==> src/rtl/multiplier_arbiter.sv <==
// multiplier_arbiter: round-robin front end for one shared complex 2x2
// matrix multiplier. Registers the winning requester's operands, issues the
// multiplier start pulse, waits for the rising edge of mult_done and hands
// the product back to the granted requester with a one-cycle done pulse.
module multiplier_arbiter #(
  parameter int NUM_REQ      = 4,
  parameter int REQ_IDX_BITS = 2,
  parameter int NUMBER_BITS  = 18
) (
  input  logic                              clk,
  input  logic                              reset,
  input  logic [NUM_REQ-1:0]                req,
  input  logic [NUM_REQ*8*NUMBER_BITS-1:0]  req_a,
  input  logic [NUM_REQ*8*NUMBER_BITS-1:0]  req_b,
  output logic [NUM_REQ-1:0]                req_grant,
  output logic [NUM_REQ-1:0]                req_done,
  output logic [8*NUMBER_BITS-1:0]          req_result,
  output logic                              busy,
  output logic [REQ_IDX_BITS-1:0]           grant_idx,
  output logic [8*NUMBER_BITS-1:0]          mult_a,
  output logic [8*NUMBER_BITS-1:0]          mult_b,
  output logic                              mult_ready,
  input  logic                              mult_done,
  input  logic [8*NUMBER_BITS-1:0]          mult_result
);

  // One operand matrix: 4 complex elements of two components each.
  localparam int MAT_BITS = 8 * NUMBER_BITS;

  typedef enum logic {
    ST_IDLE = 1'b0,
    ST_WAIT = 1'b1
  } state_t;

  state_t                    state_q, state_d;
  logic [REQ_IDX_BITS-1:0]   last_grant_q, last_grant_d;
  logic [REQ_IDX_BITS-1:0]   grant_idx_q, grant_idx_d;
  logic [MAT_BITS-1:0]       mult_a_q, mult_a_d;
  logic [MAT_BITS-1:0]       mult_b_q, mult_b_d;
  logic                      mult_ready_q, mult_ready_d;
  logic [NUM_REQ-1:0]        req_grant_q, req_grant_d;
  logic [NUM_REQ-1:0]        req_done_q, req_done_d;
  logic [MAT_BITS-1:0]       req_result_q, req_result_d;
  logic                      done_last_q;

  logic                      done_rise;
  logic                      pick_found;
  logic [REQ_IDX_BITS-1:0]   pick_idx;
  logic [REQ_IDX_BITS-1:0]   cand_idx;

  // Per-requester operand views so the winner can be selected by index.
  logic [MAT_BITS-1:0]       a_slice [NUM_REQ];
  logic [MAT_BITS-1:0]       b_slice [NUM_REQ];

  genvar gi;
  generate
    for (gi = 0; gi < NUM_REQ; gi++) begin : g_slice
      assign a_slice[gi] = req_a[gi*MAT_BITS +: MAT_BITS];
      assign b_slice[gi] = req_b[gi*MAT_BITS +: MAT_BITS];
    end
  endgenerate

  // Completion is the rising edge of the multiplier's done level, so a level
  // that is already high when we start waiting is never taken as a result.
  assign done_rise = mult_done & ~done_last_q;

  // Round-robin pick: first active request scanning upward from the slot
  // after the last completed grant, wrapping around.
  always_comb begin
    pick_found = 1'b0;
    pick_idx   = '0;
    cand_idx   = '0;
    for (int k = 1; k <= NUM_REQ; k++) begin
      cand_idx = REQ_IDX_BITS'((int'(last_grant_q) + k) % NUM_REQ);
      if (!pick_found && req[cand_idx]) begin
        pick_found = 1'b1;
        pick_idx   = cand_idx;
      end
    end
  end

  // Next-state and output logic; pulses default low, held values hold.
  always_comb begin
    state_d      = state_q;
    last_grant_d = last_grant_q;
    grant_idx_d  = grant_idx_q;
    mult_a_d     = mult_a_q;
    mult_b_d     = mult_b_q;
    mult_ready_d = 1'b0;
    req_grant_d  = '0;
    req_done_d   = '0;
    req_result_d = req_result_q;

    case (state_q)
      ST_IDLE: begin
        if (pick_found) begin
          mult_a_d              = a_slice[pick_idx];
          mult_b_d              = b_slice[pick_idx];
          grant_idx_d           = pick_idx;
          req_grant_d[pick_idx] = 1'b1;
          mult_ready_d          = 1'b1;
          state_d               = ST_WAIT;
        end
      end
      ST_WAIT: begin
        // Requests are ignored here; only the completion edge matters.
        if (done_rise) begin
          req_result_d            = mult_result;
          req_done_d[grant_idx_q] = 1'b1;
          last_grant_d            = grant_idx_q;
          state_d                 = ST_IDLE;
        end
      end
      default: begin
        state_d = ST_IDLE;
      end
    endcase
  end

  // State and output registers; reset clears everything and drops any
  // in-flight multiplication without reporting it.
  always_ff @(posedge clk) begin
    if (reset) begin
      state_q      <= ST_IDLE;
      last_grant_q <= REQ_IDX_BITS'(NUM_REQ - 1);
      grant_idx_q  <= '0;
      mult_a_q     <= '0;
      mult_b_q     <= '0;
      mult_ready_q <= 1'b0;
      req_grant_q  <= '0;
      req_done_q   <= '0;
      req_result_q <= '0;
    end else begin
      state_q      <= state_d;
      last_grant_q <= last_grant_d;
      grant_idx_q  <= grant_idx_d;
      mult_a_q     <= mult_a_d;
      mult_b_q     <= mult_b_d;
      mult_ready_q <= mult_ready_d;
      req_grant_q  <= req_grant_d;
      req_done_q   <= req_done_d;
      req_result_q <= req_result_d;
    end
  end

  // Edge-detect history tracks mult_done even through reset, so a level that
  // is high when reset releases is still treated as stale.
  always_ff @(posedge clk) begin
    done_last_q <= mult_done;
  end

  assign busy       = (state_q != ST_IDLE);
  assign grant_idx  = grant_idx_q;
  assign mult_a     = mult_a_q;
  assign mult_b     = mult_b_q;
  assign mult_ready = mult_ready_q;
  assign req_grant  = req_grant_q;
  assign req_done   = req_done_q;
  assign req_result = req_result_q;

endmodule

==> config.mk <==
export PLATFORM = sky130hd
export DESIGN_NAME = multiplier_arbiter
export DESIGN_NICKNAME = d
export VERILOG_FILES = /design/src/rtl/multiplier_arbiter.sv
export SDC_FILE = /design/constraint.sdc
export NUM_CORES = 1
export LEC_CHECK = 0
export ABC_AREA = 1
export BUFFER_PORTS_ARGS = -buffer_cell sky130_fd_sc_hd__buf_2
export CAP_MARGIN = 20
export CORE_AREA = 4 4 670 672
export DETAILED_ROUTE_END_ITERATION = 8
export DIE_AREA = 0 0 674 676
export PLACE_DENSITY = 0.3
export SKIP_CTS_REPAIR_TIMING = 1
export SLEW_MARGIN = 15
export SYNTH_ARGS = -nofsm -noshare
export SYNTH_HDL_FRONTEND = slang
export SYNTH_SLANG_ARGS = --single-unit
==> constraint.sdc <==
create_clock -name clk -period 2.6 [get_ports clk]
set_input_delay 0.39 -clock clk [delete_from_list [all_inputs] [get_ports clk]]
set_output_delay 0.39 -clock clk [all_outputs]
set_load 0.01 [all_outputs]
* After elaboration in Yosys (flattened, before gate mapping)
Index checks and enable logic that the tools add are counted.
** Cells by class
- $lt $le $gt $ge :: 9
- Bitwise logic cells :: 6
- Add/sub/neg operators :: 4
- Reduce and logical (&&, ||, !) cells :: 13
- Mux-type cells :: 29
** Operator list (number)
- $bmux W144 S2 :: 2
- $mux W144 :: 4
- $lt A2 B3 Y1 const B :: 6
- $mux W1 :: 12
- $bmux W1 S2 :: 4
- $mux W2 :: 4
- $reduce_or A3 Y1 :: 2
- $logic_and A1 B1 Y1 :: 5
- $add A2 B1 Y2 const B :: 2
- $add A2 B2 Y2 const B :: 2
- $demux W1 S2 :: 2
- $ge A2 B1 Y1 const B :: 2
- $not A1 Y1 :: 4
- $reduce_and A2 Y1 :: 2
- $ge A3 B3 Y1 const B :: 1
- $logic_not A1 Y1 :: 3
- $not A2 Y3 :: 1
- $pmux W1 S2 :: 1
- $reduce_or A2 Y1 :: 1
- $and A1 B1 Y1 :: 1
** Storage, ports and cells
- Output and inout bits :: 444
- Register bits after elaboration :: 447

* Logic depth before layout (Yosys ltp)
- Word-level depth :: 17
- Mapped depth :: 18
- Mapped depth without buffers :: 15

* Least setup slack after synthesis
OpenSTA, ideal clock, no wires.
- Path type :: flip-flop to flip-flop
- Start :: register last_grant_q[0]
- End :: register mult_b_q[10], in the netlist mult_b[10]
- Arrival time :: 1897 ps
- Path buffers :: 4
- Slack :: 586 ps
- Stages on the path, launching flop included :: 17
- Period minus slack after synthesis :: 2014 ps
- Cell sequence :: dfxtp_1 -> buf_4 -> inv_4 -> nand2_1 -> nand2_1 -> nand2_2 -> nand2_2 -> nor2_4 -> nand4_1 -> nand2_1 -> inv_2 -> buf_2 -> buf_2 -> buf_1 -> nand2_1 -> nor2_1 -> nor2_1
** On the way
- Word-level cells in the longest chain between the ends :: 17
- Elaborated cells on any way between the ends :: 31
** RTL lines
- start: declaration :: RTL line 36 : logic [REQ_IDX_BITS-1:0] last_grant_q, last_grant_d;
- start signal: assignment :: RTL line 125 : last_grant_q <= REQ_IDX_BITS'(NUM_REQ - 1);
- start signal: assignment :: RTL line 135 : last_grant_q <= last_grant_d;
- $add A2 B1 Y2 :: RTL line 74 : cand_idx = REQ_IDX_BITS'((int'(last_grant_q) + k) % NUM_REQ);
- $bmux W1 S2 :: RTL line 75 : if (!pick_found && req[cand_idx]) begin
- $mux W1 (not written as such) :: RTL line 75
- $mux W1 :: RTL line 75
- $logic_not A1 Y1 :: RTL line 75
- $logic_and A1 B1 Y1 :: RTL line 75
- $mux W1 :: RTL line 75
- $logic_not A1 Y1 :: RTL line 75
- $logic_and A1 B1 Y1 :: RTL line 75
- $mux W1 :: RTL line 75
- $logic_not A1 Y1 :: RTL line 75
- $logic_and A1 B1 Y1 :: RTL line 75
- $mux W2 :: RTL line 75
- $not A2 Y3 (not written as such) :: RTL line 98 : mult_b_d = b_slice[pick_idx];
- $bmux W144 S2 :: RTL line 98
- $mux W144 (not written as such) (2 in series) :: RTL line 98
- end signal: assignment :: RTL line 138 : mult_b_q <= mult_b_d;
- end: declaration :: RTL line 39 : logic [MAT_BITS-1:0] mult_b_q, mult_b_d;
Several ways; a longest one is shown, not always the timed one. The select of a mux whose other input is x is not followed.
A chain may end at the register's enable or synchronous reset.

* Worst setup path in the final report
- Start :: register last_grant_q[0]
- End :: register mult_a_q[15], in the netlist mult_a[15]
** On the way
- Word-level cells in the longest chain between the ends :: 17
- Elaborated cells on any way between the ends :: 31
** RTL lines
- $add A2 B1 Y2 :: RTL line 74
- $bmux W1 S2 :: RTL line 75
- $mux W1 (not written as such) :: RTL line 75
- $mux W1 :: RTL line 75
- $logic_not A1 Y1 :: RTL line 75
- $logic_and A1 B1 Y1 :: RTL line 75
- $mux W1 :: RTL line 75
- $logic_not A1 Y1 :: RTL line 75
- $logic_and A1 B1 Y1 :: RTL line 75
- $mux W1 :: RTL line 75
- $logic_not A1 Y1 :: RTL line 75
- $logic_and A1 B1 Y1 :: RTL line 75
- $mux W2 :: RTL line 75
- $not A2 Y3 (not written as such) :: RTL line 97 : mult_a_d = a_slice[pick_idx];
- $bmux W144 S2 :: RTL line 97
- $mux W144 (not written as such) (2 in series) :: RTL line 97
- end signal: assignment :: RTL line 137 : mult_a_q <= mult_a_d;
- end: declaration :: RTL line 38 : logic [MAT_BITS-1:0] mult_a_q, mult_a_d;
Several ways; a longest one is shown, not always the timed one. The select of a mux whose other input is x is not followed.

==> results.cfg <==
[run_status]
outcome = finished, violations left
violations = hold timing, setup timing

[sta]
slew_violations = 0
period_needed_ps = 2620
worst_slew_pin_slew_ps = 681
tns_ps = -24.9
max_freq_mhz = 381
fin_skew_ps = 48.0
finalSetupViolCount = 1
fin_ws_ps = -24.9
hold_viol = 5
rsz0062_at_grt = true
fin_crit_sh_pct = 101
fin_hold_ws_ps = -14.9
max-slew-margin-rel_pct = 54.6

[drt]
vias_per_cell = 3.24
drt-wirelength-per-cell_um = 27.2
final_antenna_net_count = 0
totalWireLength_um = 347000
route.detailed.drc = 0
drtIter0Drc = 3192
vias = 41300
firstDrtPassIters = 5

[global_routing]
grt_pass1_wl_um = 414000
grt_max_degree = 90
grt_pass1_vias = 36800
antenna_found_initial = 289
grt_usage_pct = 14.0
grt-ovfl-total = 0

[critical_path]
cp_top_family = simple AND/OR/NAND/NOR gates
cp.required_ps = 3300
worstSetupPathType = flop to flop
worstPathCellList = buf_6, nand2_1, nand2_2, nand2_2, nand2_4, nor2_4, nand3_4, nand2_8, nand2_8, buf_12, buf_12, clkbuf_16, clkbuf_16, buf_4, nand2_1, nand2_2, nand2_1, nand3_1, nand2_1, inv_1
cp.arrival_ps = 3330
crit_buf_inv = 7
cp-startpoint = last_grant_q[0]
end_kind = flop
start_kind = flop
critPathMaxFanout = 6
cp_common_cell = nand2_1
cpPeakStageDelay_ps = 370
r2r_start = last_grant_q[0]
cp_slowest_cell = dfxtp_4

[pwr]
leakage_nw = 24.9
pwr_density_cell_mw_per_mm2 = 650
report.power.total_mw = 34.7
ir_drop_uv = 392

[yosys]
ys_seq_area_share_pct = 35.2
syn_inst = 4314
synth_top_area_cell = dfxtp_1
yosysTopAreaCellShare_pct = 35.2
synth.distinct_cells = 27
avgSynthCellArea_um2 = 5.89
syn-cell-area_mm2 = 0.0254
yosysWarnings = 0
synth_seq_cells = 447
syn_nets = 5617
synth.top_cells.by_area = dfxtp_1 (35%), nand2_1 (23%), nand3_1 (18%), nor2_1 (8.6%), o21ai_0 (3.7%)

[finish]
layout_commonest_cell = buf_2
design_area_mm2 = 0.0534
final_cell_mix = buf_2 (1745), nand2_1 (1476), nand3_1 (856)
drive_gt1_share_pct = 35.3
area_growth_pct = 110
layout.nets = 7971

[cts]
clock_tree.buffer_depth = 4
clk_pin_slew_ps = 60
cts_tree = done
numCtsBuffers = 80
clock_sinks = 447
cts-root-buf = clkbuf_16
insertion_delay_ps = 790
cts-htree-levels = 3

[die]
die_y_um = 676
start_util_pct = 5.73
die_width_um = 674
io_pins = 1747
num_rows = 245
coreArea_mm2 = 0.444
die_area_mm2 = 0.456

[job]
max_cap_viol_count = 0

[hold_path]
hold_path.startpoint = req_b[246]
hold_class = input port to flop

[place]
place_congestion = 0.921
postPlaceCellArea_mm2 = 0.0431
port_buffers = 1746
place_hpwl_um = 294000
[Yosys cell counts]
cell type,number
a21boi_1,1
a21oi_1,146
a22oi_1,1
buf_1,45
buf_2,67
buf_4,50
buf_6,4
clkbuf_1,193
dfxtp_1,447
inv_1,109
inv_2,3
inv_4,1
nand2_1,1547
nand2_2,4
nand2_4,2
nand3_1,905
nand3_2,1
nand3b_1,1
nand4_1,2
nor2_1,580
nor2_2,1
nor2_4,4
nor3_1,6
nor4_1,1
o211ai_1,3
o21ai_0,189
o21ai_1,1
[metrics by stage]
step / util (%) / setup WS [ps] / cells / hold WS, ps
final: 12.0 / -24.9 / 12800 / -14.9
after global routing: 12.0 / -155 / 12700 / -2.93
after CTS: 10.3 / -337 / 12000 / -335
after detailed placement: 9.73 / -391 / 11900 / 452
after global placement: 9.73 / -454 / 11900 / 452
after floorplan: - / 586 / 4314 / 418
[layout make-up]
class	count	area [um^2]
Multi-Input combinational cell	3395	15100
Inverter	113	452
Sequential cell	447	8950
Timing Repair Buffer	2631	18600
Tap cell	5928	7420
Clock inverter	22	277
Clock buffer	109	2320
Antenna cell	122	305
Fill cell	52300	390000
[worst paths after layout]
path | endpoint | slack (ps) | cells past startpoint
min | mult_b[102] | -10 | 5
max | mult_a[15] | -20 | 20
min reg2reg | req_result[26] | 460 | 2
max reg2reg | mult_a[15] | -20 | 20
[worst min-delay path, cell delays in order]
cell	delay (ps)
buf_2	90
nand2_1	50
nand3_1	60
nor2_1	50
nor2_1	70
[registers in the layout (all words and copies together) (netlist names)]
signal,flops
busy,1
done_last_q,1
grant_idx,2
last_grant_q,2
mult_a,144
mult_b,144
mult_ready,1
req_done,4
req_grant,4
req_result,144
[logic make-up (layout without fill, tap and decap cells)]
family                 count (synthesis)  count (layout)  share of synthesized area [%]
and+or+nand+nor                     3054            3054                           49.9
buffers and inverters                472            2875                           8.17
DFF                                  447             447                           35.2
AOI/OAI and AO/OA                    341             341                           6.76
other                                  0             122                              0
[metal layers]
| metal | vias to the layer above | global-route usage (%) | routed length [um] |
|---|---|---|---|
| met5 | - | 0.323 | 1110 |
| met4 | 158 | 3.02 | 10800 |
| met3 | 679 | 5.63 | 31100 |
| met2 | 2067 | 23.3 | 160000 |
| met1 | 19600 | 16.8 | 144000 |
| li1 | 18800 | - | - |
[where the power goes]
part	total, mW	leakage [nW]	switching [mW]	internal, mW
Combinational	15.3	19.9	9.62	5.68
Sequential	8.22	3.68	0.535	7.69
Clock	11.2	1.26	4.53	6.70
Total	34.7	24.9	14.7	20.1
Power figures use the tool's default switching activity.
